--- config.mk ---
export PLATFORM = sky130hd
export DESIGN_NAME = mult_div_unit
export DESIGN_NICKNAME = d
export VERILOG_FILES = /design/src/rtl/mult_div_unit.sv
export SDC_FILE = /design/constraint.sdc
export NUM_CORES = 1
export LEC_CHECK = 0
export CAP_MARGIN = 5
export CORE_MARGIN = 2
export CORE_UTILIZATION = 35
export CTS_CLUSTER_SIZE = 25
export DETAILED_ROUTE_END_ITERATION = 10
export GPL_TIMING_DRIVEN = 0
export SLEW_MARGIN = 40
export SYNTH_ARGS = -nofsm -noshare
export SYNTH_HDL_FRONTEND = slang
export SYNTH_SLANG_ARGS = --single-unit
--- constraint.sdc ---
create_clock -name Clk -period 6.31 [get_ports Clk]
set_clock_uncertainty 0.1 [all_clocks]
set_input_delay 0.9465 -clock Clk [delete_from_list [all_inputs] [get_ports Clk]]
set_output_delay 0.9465 -clock Clk [all_outputs]
set_load 0.02 [all_outputs]
--- src/rtl/mult_div_unit.sv ---
// rtl/mult_div_unit.sv - iterative 32-bit multiply/divide unit with HI/LO registers
//
// Purpose: executes MULT, MULTU, DIV, DIVU, MADD, MSUB, MTHI and MTLO beside the
// EX-stage ALU. Multiplies use a shift-add loop and divides a restoring
// shift-subtract loop, one iteration per clock, on operand magnitudes. The sign
// is fixed up in a final cycle that also writes HI/LO.
//
// Ports:
//   Clk        in   rising-edge clock
//   Reset      in   asynchronous active-low reset
//   Start      in   issue strobe for Op, taken only while Busy=0
//   Op[2:0]    in   000 MULT, 001 MULTU, 010 DIV, 011 DIVU,
//                   100 MTHI, 101 MTLO, 110 MADD, 111 MSUB
//   A[31:0]    in   rs operand (multiplicand / dividend / MTHI-MTLO source)
//   B[31:0]    in   rt operand (multiplier / divisor)
//   Abort      in   pipeline flush, cancels any in-flight operation
//   Busy       out  operation in progress (stall request)
//   Done       out  one-cycle pulse when an operation retires
//   DivByZero  out  one-cycle pulse with Done for a divide by zero
//   Hi[31:0]   out  HI register
//   Lo[31:0]   out  LO register
module mult_div_unit #(
  parameter int WIDTH = 32,
  parameter int ITER  = 32
) (
  input  logic             Clk,
  input  logic             Reset,
  input  logic             Start,
  input  logic [2:0]       Op,
  input  logic [WIDTH-1:0] A,
  input  logic [WIDTH-1:0] B,
  input  logic             Abort,
  output logic             Busy,
  output logic             Done,
  output logic             DivByZero,
  output logic [WIDTH-1:0] Hi,
  output logic [WIDTH-1:0] Lo
);

  typedef enum logic [1:0] {S_IDLE, S_RUN, S_FIN} state_e;

  localparam logic [2:0] OP_MULT  = 3'b000;
  localparam logic [2:0] OP_MULTU = 3'b001;
  localparam logic [2:0] OP_DIV   = 3'b010;
  localparam logic [2:0] OP_DIVU  = 3'b011;
  localparam logic [2:0] OP_MTHI  = 3'b100;
  localparam logic [2:0] OP_MTLO  = 3'b101;
  localparam logic [2:0] OP_MADD  = 3'b110;
  localparam logic [2:0] OP_MSUB  = 3'b111;
  localparam int CW = $clog2(ITER) + 1;

  state_e           state_q;
  logic [CW-1:0]    cnt_q;
  logic [2:0]       op_q;
  logic             neg_q;    // product / quotient is negative
  logic             rneg_q;   // remainder is negative (dividend sign)
  logic [WIDTH-1:0] opnd_q;   // multiplicand or divisor magnitude
  logic [WIDTH-1:0] acc_hi_q; // product upper half / partial remainder
  logic [WIDTH-1:0] acc_lo_q; // multiplier bits shifting out / quotient bits shifting in
  logic [WIDTH-1:0] hi_q, lo_q;
  logic             done_q, dbz_q;

  logic             signed_in, is_div_in, is_div_q;
  logic             a_neg, b_neg;
  logic [WIDTH-1:0] a_mag, b_mag;
  logic [WIDTH:0]   mul_sum;
  logic [WIDTH:0]   div_sh;
  logic             div_ge;
  logic [WIDTH-1:0] div_diff;
  logic [WIDTH-1:0] acc_hi_d, acc_lo_d;
  logic [2*WIDTH-1:0] prod_mag, prod_s, hilo, res;
  logic [WIDTH-1:0] fin_hi_d, fin_lo_d;

  always_comb begin
    signed_in = (Op == OP_MULT) || (Op == OP_DIV) || (Op == OP_MADD) || (Op == OP_MSUB);
    is_div_in = (Op == OP_DIV) || (Op == OP_DIVU);
    a_neg     = signed_in && A[WIDTH-1];
    b_neg     = signed_in && B[WIDTH-1];
    // 0x80000000 negates to itself, which is its correct unsigned magnitude
    a_mag     = a_neg ? -A : A;
    b_mag     = b_neg ? -B : B;

    is_div_q  = (op_q == OP_DIV) || (op_q == OP_DIVU);

    mul_sum   = {1'b0, acc_hi_q} + (acc_lo_q[0] ? {1'b0, opnd_q} : '0);
    // Partial remainder stays below the divisor, so the shifted value fits in
    // WIDTH+1 bits and the difference (when taken) fits back in WIDTH bits.
    div_sh    = {acc_hi_q, acc_lo_q[WIDTH-1]};
    div_ge    = div_sh >= {1'b0, opnd_q};
    div_diff  = div_sh[WIDTH-1:0] - opnd_q;

    if (is_div_q) begin
      acc_hi_d = div_ge ? div_diff : div_sh[WIDTH-1:0];
      acc_lo_d = {acc_lo_q[WIDTH-2:0], div_ge};
    end else begin
      acc_hi_d = mul_sum[WIDTH:1];
      acc_lo_d = {mul_sum[0], acc_lo_q[WIDTH-1:1]};
    end

    prod_mag = {acc_hi_q, acc_lo_q};
    prod_s   = neg_q ? -prod_mag : prod_mag;
    hilo     = {hi_q, lo_q};
    case (op_q)
      OP_MADD: res = hilo + prod_s;
      OP_MSUB: res = hilo - prod_s;
      OP_DIV, OP_DIVU:
        res = {(rneg_q ? -acc_hi_q : acc_hi_q), (neg_q ? -acc_lo_q : acc_lo_q)};
      default: res = prod_s;
    endcase
    fin_hi_d = res[2*WIDTH-1:WIDTH];
    fin_lo_d = res[WIDTH-1:0];
  end

  always_ff @(posedge Clk or negedge Reset) begin
    if (!Reset) begin
      state_q  <= S_IDLE;
      cnt_q    <= '0;
      op_q     <= '0;
      neg_q    <= 1'b0;
      rneg_q   <= 1'b0;
      opnd_q   <= '0;
      acc_hi_q <= '0;
      acc_lo_q <= '0;
      hi_q     <= '0;
      lo_q     <= '0;
      done_q   <= 1'b0;
      dbz_q    <= 1'b0;
    end else begin
      done_q <= 1'b0;
      dbz_q  <= 1'b0;
      if (Abort) begin
        // Flush beats everything, including a same-cycle issue or the FIN write
        state_q <= S_IDLE;
        cnt_q   <= '0;
      end else begin
        case (state_q)
          S_IDLE: begin
            if (Start) begin
              case (Op)
                OP_MTHI: hi_q <= A;
                OP_MTLO: lo_q <= A;
                default: begin
                  if (is_div_in && (B == '0)) begin
                    done_q <= 1'b1;
                    dbz_q  <= 1'b1;
                  end else begin
                    op_q     <= Op;
                    neg_q    <= a_neg ^ b_neg;
                    rneg_q   <= a_neg;
                    opnd_q   <= is_div_in ? b_mag : a_mag;
                    acc_hi_q <= '0;
                    acc_lo_q <= is_div_in ? a_mag : b_mag;
                    cnt_q    <= '0;
                    state_q  <= S_RUN;
                  end
                end
              endcase
            end
          end
          S_RUN: begin
            acc_hi_q <= acc_hi_d;
            acc_lo_q <= acc_lo_d;
            cnt_q    <= cnt_q + CW'(1);
            if (cnt_q == CW'(ITER - 1)) state_q <= S_FIN;
          end
          S_FIN: begin
            hi_q    <= fin_hi_d;
            lo_q    <= fin_lo_d;
            done_q  <= 1'b1;
            state_q <= S_IDLE;
          end
          default: state_q <= S_IDLE;
        endcase
      end
    end
  end

  assign Busy      = (state_q != S_IDLE);
  assign Done      = done_q;
  assign DivByZero = dbz_q;
  assign Hi        = hi_q;
  assign Lo        = lo_q;

endmodule

==> key figures <==
Status
  • Status: finished with violations
  • Violations in the final reports: setup timing

Timing
  • Worst-margin pin slew: just under 1 ns
  • RSZ-0062 raised after global routing: yes
  • Rel. slew slack: about a third
  • Final hold vios: 0
  • Tmin final: roughly 6.3 ns
  • WHS: ~0.13 ns
  • Max frequency: 158 MHz
  • Final worst slack: -0.0320 ns
  • Setup tns final: -0.0320 ns
  • Final setup fails: 1
  • Final cycle utilization of the critical path: 101%
  • Final Max Slew Viols: 0

Pwr
  • Power density over the cells: a little under 500 mW/mm^2
  • Maximum VDD drop: ~0.22 mV
  • P_leak: ~11 nW

Floorplan
  • DIE AREA: about 0.065 sq mm
  • Chip Height: between 200 and 300 microns
  • Die X: between 200 and 300 microns
  • Core area: around 0.063 sq mm
  • Initial Util: between 30% and 40%
  • IO Count: ~140
  • Site Rows: slightly above 90

Critical path
  • Crit path arrival time: 6.68 ns
  • CP required: between 6 and 7 ns
  • Setup CP Type: reg2reg
  • FF-to-FF setup slack: -0.03 ns
  • Largest stage delay on the critical path: between 0.5 and 0.6 ns
  • Startpoint Class: flip-flop
  • Worst-path maximum fanout: 5
  • Crit. End Element: flip-flop
  • Critical path's slowest cell: or4_4

Logic synthesis
  • #FFs+latches synth: 175
  • Distinct cells, synth: about 90
  • Syn Area/Cell: ~7.2 sq um
  • Most area-consuming cells after synthesis: dfrtp_1 (20%), a21oi_1 (7.9%), ha_1 (7.5%)
  • Net Count, Synth: roughly 3.3k
  • Cells after Synth: about 3k
  • Synthesized area: roughly 0.022 sq mm
  • Register area share after synthesis: about a fifth
  • Synth warn: 0
  • Most frequent cell after synthesis: nand2_1
  • Ys flop type: dfrtp_1
  • Ys async rst share: 100%
  • Post-synth top cells: nand2_1 (350), a21oi_1 (347), nor2_1 (304)
  • Post-synth EDFFs: 0
  • Top-area cell type share of the netlist area: about a fifth
  • Synth area leader: dfrtp_1

Layout
  • Area grow syn2layout: 23.0%
  • Nets: 3510
  • Share of layout cells above drive strength 1: 11.9%

GRT
  • Initial antenna violation count: 0
  • Largest net degree at the start of global routing: 65
  • Gr ovfl total: 0
  • Vias in the first global route: 23.2k
  • GRT Overall Usage: 30.2%
  • First-pass GRT wire length: approximately 150 mm

Placement
  • DP HPWL: between 70 and 80 mm
  • Port Buf Inserts: between 100 and 150
  • GPL Wtd Cong: about 1.0

Drt
  • Drc violations: 0
  • Via density: 5.99
  • Drt first-iter violations: around 2.8k
  • Antenna violation net count after detailed routing: 0
  • WL final: about 100 mm
  • Total number of vias: roughly 25k
  • First-pass DRT Iterations: 6
  • Average wire per standard cell: 24.1 microns

Clock tree
  • Clk buf depth: 2
  • H-tree depth reported by CTS: 4
  • CTS root buffer: clkbuf_16
  • CTS tree: done
  • Worst skew pair latency: ~0.52 ns
  • Clock sink count: roughly 180
  • CTS Buf Count: 17
  • Worst-path clk slew: ~0.080 ns

Hold path
  • Hold WC Path Type: in2async

Run
  • Max-Cap Viols: 0
[placed cells by master (no fill, tap or decap), drive strengths merged, types with 30 or more instances in the layout]
cell type,count
or4,30
ha,133
and3,34
clkdlybuf4s50,136
a31oi,44
xor2,159
dfrtp,175
nor2,304
o21ai,259
nand4,33
a21oi,347
inv,97
o31ai,45
nand3,50
nand2,350
mux2i,42
clkbuf,165
xnor2,154
nor3,63
buf,143
a211oi,53
a21o,85
[timing repair]
item	CTS	global route
resized for setup	105	167
hold buffers	0	0
buffers inserted	45	59
setup endpoints to repair	42	29
pin swaps	44	77
[final timing paths]
path,startpoint,endpoint,cells past startpoint
max,acc_lo_q[0],Hi[29],27
min,Reset,acc_hi_q[20],1
max reg2reg,acc_lo_q[0],Hi[29],27
min reg2reg,cnt_q[5],cnt_q[5],1
max in group asynchronous,Reset,acc_lo_q[9],3
min in group Clk,cnt_q[5],cnt_q[5],1
[per-layer routing]
| layer | GRT usage, % | up-vias | wire, microns |
|---|---|---|---|
| met5 | 0 | - | 0 |
| met4 | 14.5 | 0 | 5040 |
| met3 | 6.40 | 254 | 9430 |
| met2 | 46.3 | 1290 | 43300 |
| met1 | 40.4 | 11800 | 42400 |
| li1 | - | 11600 | - |
[critical path, delay by kind of cell, from the launching register on]
family          cells  cell delay [ns]
compound gates      8             1.56
xor+xnor            1             0.14
fa+ha+maj           2             0.51
buf+inv             4             0.55
flops               1             0.46
mux                 1             0.34
simple gates       11             2.62
[registers in the layout, indices dropped and copies added, names as in the netlist, 2 cells and up]
signal    count
cnt_q         6
opnd_q       32
Lo           32
op_q          3
state_q       2
acc_hi_q     32
Hi           32
acc_lo_q     32
[cell families after synthesis]
kind of cell             after synthesis  synth area share, %
multiplexers                          56                 2.62
buffers and inverters                290                 5.18
AND/OR/NAND/NOR                     1033                 22.4
XOR/XNOR                             313                 12.5
adder cells (fa/ha/maj)              136                 7.81
flip-flops                           175                 19.8
AO/OA/AOI/OAI                       1053                 29.7
[stage by stage]
step | setup WS (ns) | util (%) | cell area (sq um) | instances | power (mW)
floorplan | 0.0335 | - | 22100 | 3056 | 8.11
global placement | -3.97 | 39.1 | 24500 | 4039 | 10.7
detailed placement | -1.78 | 39.2 | 24600 | 4042 | 10.7
CTS | -0.00172 | 41.5 | 26000 | 4113 | 12.3
global route | -0.155 | 43.3 | 27200 | 4162 | 14.2
finish | -0.0320 | 43.3 | 27200 | 4163 | 13.4
[cell type report]
| type | instances | area [sq um] |
|---|---|---|
| well taps | 846 | 1060 |
| plain buffers | 182 | 798 |
| inverters | 92 | 348 |
| clock inverters | 14 | 146 |
| multi-input cells | 2591 | 17700 |
| diodes | 1 | 2.50 |
| clock buffers | 18 | 439 |
| fillers | 6444 | 35600 |
| repair buffers | 244 | 2260 |
| flip-flops and latches | 175 | 4380 |
[where the power goes]
part	internal [mW]	switching (mW)
Clock	0.534	0.591
Combinational	4.10	6.23
Sequential	1.42	0.483
Total	6.06	7.30
Power figures use the tool's default switching activity.
